[src/rtl/note_scheduler.sv]
// note_scheduler: game FSM, note-to-spawn allocation, per-lane slot occupancy, score and miss tracking.
// Optional build macro SCHED_NO_REPEAT_EN: lane search skips the last accepted lane as its first choice.
// The LFSR input is named rand_val because "rand" is a reserved word in SystemVerilog.
module note_scheduler #(
  parameter int unsigned SLOTS      = 32,
  parameter int unsigned SLOT_W     = 5,
  parameter int unsigned MISS_LIMIT = 8
) (
  input  logic              clk,
  input  logic              rst_n,
  input  logic              frame_tick,
  input  logic              note_tick,
  input  logic [4:0]        rand_val,
  input  logic              start,
  input  logic              pause,
  output logic              spawn_valid,
  output logic [1:0]        spawn_lane,
  output logic [SLOT_W-1:0] spawn_slot,
  input  logic              spawn_ready,
  input  logic              retire_valid,
  input  logic [1:0]        retire_lane,
  input  logic [SLOT_W-1:0] retire_slot,
  input  logic              retire_hit,
  output logic [1:0]        state,
  output logic [10:0]       score,
  output logic [3:0]        misses
);

  localparam int unsigned LANES     = 4;
  localparam int unsigned SCORE_W   = 11;
  localparam int unsigned MISS_W    = 4;
  localparam int unsigned SCORE_MAX = 2047;

  typedef enum logic [1:0] {
    ST_IDLE  = 2'd0,
    ST_PLAY  = 2'd1,
    ST_PAUSE = 2'd2,
    ST_OVER  = 2'd3
  } state_e;

  state_e                          state_q, state_d;
  logic [LANES-1:0][SLOTS-1:0]     occ_q, occ_d;
  logic                            pending_q;
  logic [LANES-1:0]                lane_has_free;
  logic [SLOT_W-1:0]               free_slot [LANES];
  logic [1:0]                      first_lane;
  logic [1:0]                      cand_lane;
  logic                            alloc_found;
  logic [1:0]                      alloc_lane;
  logic [SLOT_W-1:0]               alloc_slot;
  logic                            start_game;
  logic                            alloc_go;
  logic                            alloc_drop;
  logic                            accept;
  logic                            retire_do;
  logic                            note_capture;
  logic                            unused_rand;

  assign unused_rand  = ^rand_val[4:2];
  assign state        = state_q;
  assign start_game   = (state_q == ST_IDLE) && start;
  assign accept       = spawn_valid && spawn_ready;
  assign alloc_go     = (state_q == ST_PLAY) && frame_tick && pending_q && !spawn_valid;
  assign alloc_drop   = alloc_go && !alloc_found;
  assign note_capture = (state_q == ST_PLAY) && note_tick && !pending_q;
  assign retire_do    = retire_valid && (state_q != ST_IDLE) && occ_q[retire_lane][retire_slot];

  // Game state register
  always_ff @(posedge clk or negedge rst_n) begin
    if (!rst_n) state_q <= ST_IDLE;
    else        state_q <= state_d;
  end

  // Game state transitions; miss limit takes priority over a pause request
  always_comb begin
    state_d = state_q;
    case (state_q)
      ST_IDLE:  if (start) state_d = ST_PLAY;
      ST_PLAY: begin
        if (misses == MISS_W'(MISS_LIMIT)) state_d = ST_OVER;
        else if (pause)                    state_d = ST_PAUSE;
      end
      ST_PAUSE: if (pause) state_d = ST_PLAY;
      ST_OVER:  if (start) state_d = ST_IDLE;
      default:  state_d = ST_IDLE;
    endcase
  end

  // Per-lane full flag and lowest-index free slot
  always_comb begin
    for (int l = 0; l < int'(LANES); l++) begin
      lane_has_free[l] = ~&occ_q[l];
      free_slot[l]     = '0;
      for (int s = int'(SLOTS) - 1; s >= 0; s--) begin
        if (!occ_q[l][s]) free_slot[l] = SLOT_W'(s);
      end
    end
  end

`ifdef SCHED_NO_REPEAT_EN
  logic [1:0] last_lane_q;

  // Last accepted lane, forgotten at game start
  always_ff @(posedge clk or negedge rst_n) begin
    if (!rst_n)          last_lane_q <= 2'd0;
    else if (start_game) last_lane_q <= 2'd0;
    else if (accept)     last_lane_q <= spawn_lane;
  end

  // First lane to search, stepping past a repeat of the last accepted lane
  always_comb begin
    first_lane = rand_val[1:0];
    if (rand_val[1:0] == last_lane_q) first_lane = rand_val[1:0] + 2'd1;
  end
`else
  // First lane to search comes straight from the LFSR
  always_comb begin
    first_lane = rand_val[1:0];
  end
`endif

  // Lane search; scanned last-to-first so the earliest lane with room wins
  always_comb begin
    alloc_found = 1'b0;
    alloc_lane  = 2'd0;
    alloc_slot  = '0;
    cand_lane   = 2'd0;
    for (int k = int'(LANES) - 1; k >= 0; k--) begin
      cand_lane = first_lane + 2'(k);
      if (lane_has_free[cand_lane]) begin
        alloc_found = 1'b1;
        alloc_lane  = cand_lane;
        alloc_slot  = free_slot[cand_lane];
      end
    end
  end

  // Next occupancy: retire clears, accepted spawn sets, game start wipes
  always_comb begin
    occ_d = occ_q;
    if (retire_do) occ_d[retire_lane][retire_slot] = 1'b0;
    if (accept)    occ_d[spawn_lane][spawn_slot]   = 1'b1;
    if (start_game) occ_d = '0;
  end

  // Occupancy register
  always_ff @(posedge clk or negedge rst_n) begin
    if (!rst_n) occ_q <= '0;
    else        occ_q <= occ_d;
  end

  // One queued note; later ticks are dropped until it is spawned or discarded
  always_ff @(posedge clk or negedge rst_n) begin
    if (!rst_n)                    pending_q <= 1'b0;
    else if (start_game)           pending_q <= 1'b0;
    else if (note_capture)         pending_q <= 1'b1;
    else if (accept || alloc_drop) pending_q <= 1'b0;
  end

  // Spawn request held stable until accepted
  always_ff @(posedge clk or negedge rst_n) begin
    if (!rst_n) begin
      spawn_valid <= 1'b0;
      spawn_lane  <= 2'd0;
      spawn_slot  <= '0;
    end else if (accept) begin
      spawn_valid <= 1'b0;
    end else if (alloc_go && alloc_found) begin
      spawn_valid <= 1'b1;
      spawn_lane  <= alloc_lane;
      spawn_slot  <= alloc_slot;
    end
  end

  // Saturating hit counter
  always_ff @(posedge clk or negedge rst_n) begin
    if (!rst_n)          score <= '0;
    else if (start_game) score <= '0;
    else if (retire_do && retire_hit && (score != SCORE_W'(SCORE_MAX)))
      score <= score + SCORE_W'(1);
  end

  // Miss counter saturating at the game-over limit
  always_ff @(posedge clk or negedge rst_n) begin
    if (!rst_n)          misses <= '0;
    else if (start_game) misses <= '0;
    else if (retire_do && !retire_hit && (misses != MISS_W'(MISS_LIMIT)))
      misses <= misses + MISS_W'(1);
  end

endmodule
[config.mk]
export PLATFORM = sky130hd
export DESIGN_NAME = note_scheduler
export DESIGN_NICKNAME = d
export VERILOG_FILES = /design/src/rtl/note_scheduler.sv
export SDC_FILE = /design/constraint.sdc
export NUM_CORES = 1
export LEC_CHECK = 0
export CAP_MARGIN = 20
export CORE_ASPECT_RATIO = 1.5
export CORE_MARGIN = 10
export CORE_UTILIZATION = 50
export CTS_CLUSTER_DIAMETER = 200
export DETAILED_ROUTE_END_ITERATION = 12
export GPL_ROUTABILITY_DRIVEN = 0
export PLACE_DENSITY_LB_ADDON = 0.08
export SLEW_MARGIN = 20
export SYNTH_ARGS = -nofsm -noshare
export SYNTH_HDL_FRONTEND = slang
export SYNTH_SLANG_ARGS = --single-unit
[constraint.sdc]
create_clock -name clk -period 3.02 [get_ports clk]
set_input_delay 0.302 -clock clk [delete_from_list [all_inputs] [get_ports clk]]
set_output_delay 0.302 -clock clk [all_outputs]
set_load 0.005 [all_outputs]
==> summary.txt <==
Yosys
  – Top cell type's share of synthesized area: 36.1%
  – Top FF cell, synth: dfrtp_1
  – Synth top cells by count: nand2_1 (181), dfrtp_1 (154), o21ai_0 (113), a21oi_1 (105), nor2_1 (94)
  – Syn Inst Count: 1262
  – EDFF count, synth: 0
  – Async SR Flop Fraction: 100%
  – Synth top area cells: dfrtp_1 (36%), nand2_1 (6.4%), o21ai_0 (5.3%)
  – Post-synthesis cell type count: 68
  – Mapped Area: 10700 um^2
  – Post-Syn Nets: 1286
  – Synth warn: 0
  – Post-Syn Area per Cell: 8.46 um^2
  – Flops & latches, synth: 154
  – Biggest area consumer among synthesized cells: dfrtp_1
  – Sequential area share after synthesis: 36.1%
  – Most common cell in the netlist: nand2_1

Clocking
  – TritonCTS buffer count: 17
  – Clock slew at reported path FFs: 0.07 ns
  – CTS tree: yes
  – Max Root-Sink Buffers: 2
  – CTS Sinks: 154
  – H-tree depth: 4
  – CTS root buf: clkbuf_16
  – Clk_lat worst skew: 0.46 ns

Cells and area
  – Nets: 1461
  – Area Overhead vs Synth: 26.5%
  – Register area: 3860 um^2
  – Fillers: 1837
  – Ratio of cells with drive above 1 in the final layout: 22.1%
  – Ant diodes: 0
  – Area of the multi-input gates: 6350 um^2

Floorplanning
  – Initial core utilization: 50.7%
  – Die footprint: 27700 um^2
  – Chip height: 199 um
  – Ports: 46
  – Chip width: 139 um
  – Total core area: 21100 um^2
  – Rows: 65

Timing
  – Max-slew violations: 0
  – Final Hold Fails: 0
  – Crit share post-route: 98.9%
  – Tmin final: 2.99 ns
  – Final-report setup violation count: 0
  – Worst relative slew slack: 17.3%
  – Tightest Pin Transition: 1.24 ns
  – Setup_tns: 0 ns
  – Clk_skew: 0.0130 ns
  – Hold WS: 0.425 ns
  – Fmax: 335 MHz

Critical path
  – Startpoint Class: flop
  – Critical path arrival: 3.36 ns
  – Req. time, crit path: 3.40 ns
  – Crit-path max FO: 8
  – CP endpoint kind: flop
  – Critical path class: flop to flop

Drt
  – Iter 0 DRT Violations: 1600
  – Vias: 12200
  – Post-route ant nets: 0
  – Via density: 7.08
  – Post-route DRC: 0
  – Final wirelength: 46600 um
  – Wire per inst: 27.1 um
  – First-pass detailed-route iteration total: 8

Global route
  – Initial antenna violation count: 0
  – Total track usage: 32.3%
  – Global-route wire length before repair: 69000 um
  – Grt met1 use: 35.1%
  – Grt total ovfl: 0
  – Grt met3 use: 7.21%
  – Most used routing layer: met2
  – Met2 global-route usage: 53.9%
  – Vias in the first global route: 11700
  – Largest net degree at the start of global routing: 81

Power and ir drop
  – Power per cell area: 465 nW/um^2
  – Max rail drop VDD: 0.393 mV
  – Leak Pwr: 5.43 nW

Place
  – DP HPWL: 32100 um
  – Buffers on Ports: 42

Min path
  – Min-delay worst type: primary input to flop

Run
  – Max_cap viols: 0

Status
  – Status: completed
-- layout make-up --
class	instances	area share [%]
multi-input cells	983	47.0
flip-flops and latches	154	28.5
repair buffers	249	16.6
clock buffers	18	3.18
well taps	268	2.48
clock inverters	14	1.38
inverters	32	0.889
-- flip-flops by register name, indices dropped and copies added, names as in the netlist --
| register | flops |
|---|---|
| occ_q | 128 |
| score | 11 |
| spawn_slot | 5 |
| misses | 4 |
| spawn_lane | 2 |
| state | 2 |
| pending_q | 1 |
| spawn_valid | 1 |
-- kinds of logic (layout without fill, tap and decap cells) --
logic type | count (synthesis) | in the layout | synth area share, %
and+or+nand+nor | 508 | 508 | 22.8
AOI/OAI and AO/OA | 419 | 419 | 25.9
DFF | 154 | 154 | 36.1
buffers and inverters | 125 | 313 | 5.27
muxes | 47 | 47 | 9.13
xor gates and xnor gates | 6 | 6 | 0.492
adders and majority gates | 3 | 3 | 0.351
-- stage by stage --
stage / instances / setup slack (ns) / instance area [um^2] / power, mW / utilization (%)
floorplan: 1262 / 0.110 / 10700 / 3.13 / -
global placement: 1671 / -0.414 / 12600 / 3.91 / 59.8
detailed placement: 1671 / -0.509 / 12600 / 3.92 / 59.8
CTS: 1704 / 0.00430 / 13200 / 6.22 / 62.9
global route: 1718 / -0.0342 / 13500 / 6.46 / 64.2
finish: 1718 / 0.0338 / 13500 / 6.29 / 64.2
-- critical path: stages, from the launching register on --
cell and delay (ns):
dfrtp_1 0.41, mux4_1 0.51, mux4_2 0.52, a22o_1 0.30, o31ai_4 0.22, a31oi_4 0.18
nand3b_1 0.15, buf_6 0.15, buf_6 0.21, o21ai_0 0.11, a21oi_1 0.15
-- final timing paths --
path / cells past startpoint / startpoint / slack (ns) / end
setup / recovery: 10 / occ_q[81] / 0.03 / occ_q[91]
hold / removal: 3 / note_tick / 0.42 / pending_q
setup reg to reg: 10 / occ_q[81] / 0.03 / occ_q[91]
hold reg to reg: 1 / misses[3] / 0.54 / misses[3]
max in group asynchronous: 3 / rst_n / 1.83 / occ_q[57]
min in group asynchronous: 2 / rst_n / 0.47 / occ_q[68]
-- per-layer routing --
layer | part of all wire, % | wire (um)
met2 | 47 | 22000
met1 | 35 | 16300
met5 | 0 | 0
met4 | 8.8 | 4090
met3 | 9.0 | 4200
-- power by group --
| part | switching, mW | total [mW] | internal (mW) | leakage, nW |
|---|---|---|---|---|
| Combinational | 1.08 | 1.57 | 0.491 | 3.01 |
| Clock | 0.992 | 2.31 | 1.32 | 0.291 |
| Sequential | 0.246 | 2.41 | 2.17 | 2.13 |
-- repair_timing --
action	in CTS	in global routing
gates resized for setup	5	23
buffers inserted	0	9
pin swaps	0	8
setup endpoints to repair	19	108
hold buffers	1	0
cloned	0	5
hold endpoints to repair	78	0
-- layout by cell type, fill, tap and decap left out, drive strengths merged, types with 5 or more instances in the layout --
cell             n
buf            204
nand2          181
dfrtp          154
o21ai          114
a21oi          105
nor2            94
nand3           81
nand4           50
o211ai          41
o31ai           40
clkdlybuf4s50   39
inv             36
mux4            36
a32o            34
clkbuf          22
nor3            18
a31oi           15
nor2b           12
nor4            11
mux2i           10
and2            10
and3             9
nand2b           8
o32ai            8
o22ai            7
nand3b           7
or4              7
o221ai           6
a311oi           6
a211oi           6
or3              5
xor2             5
a21boi           5
Power figures use the tool's default switching activity.
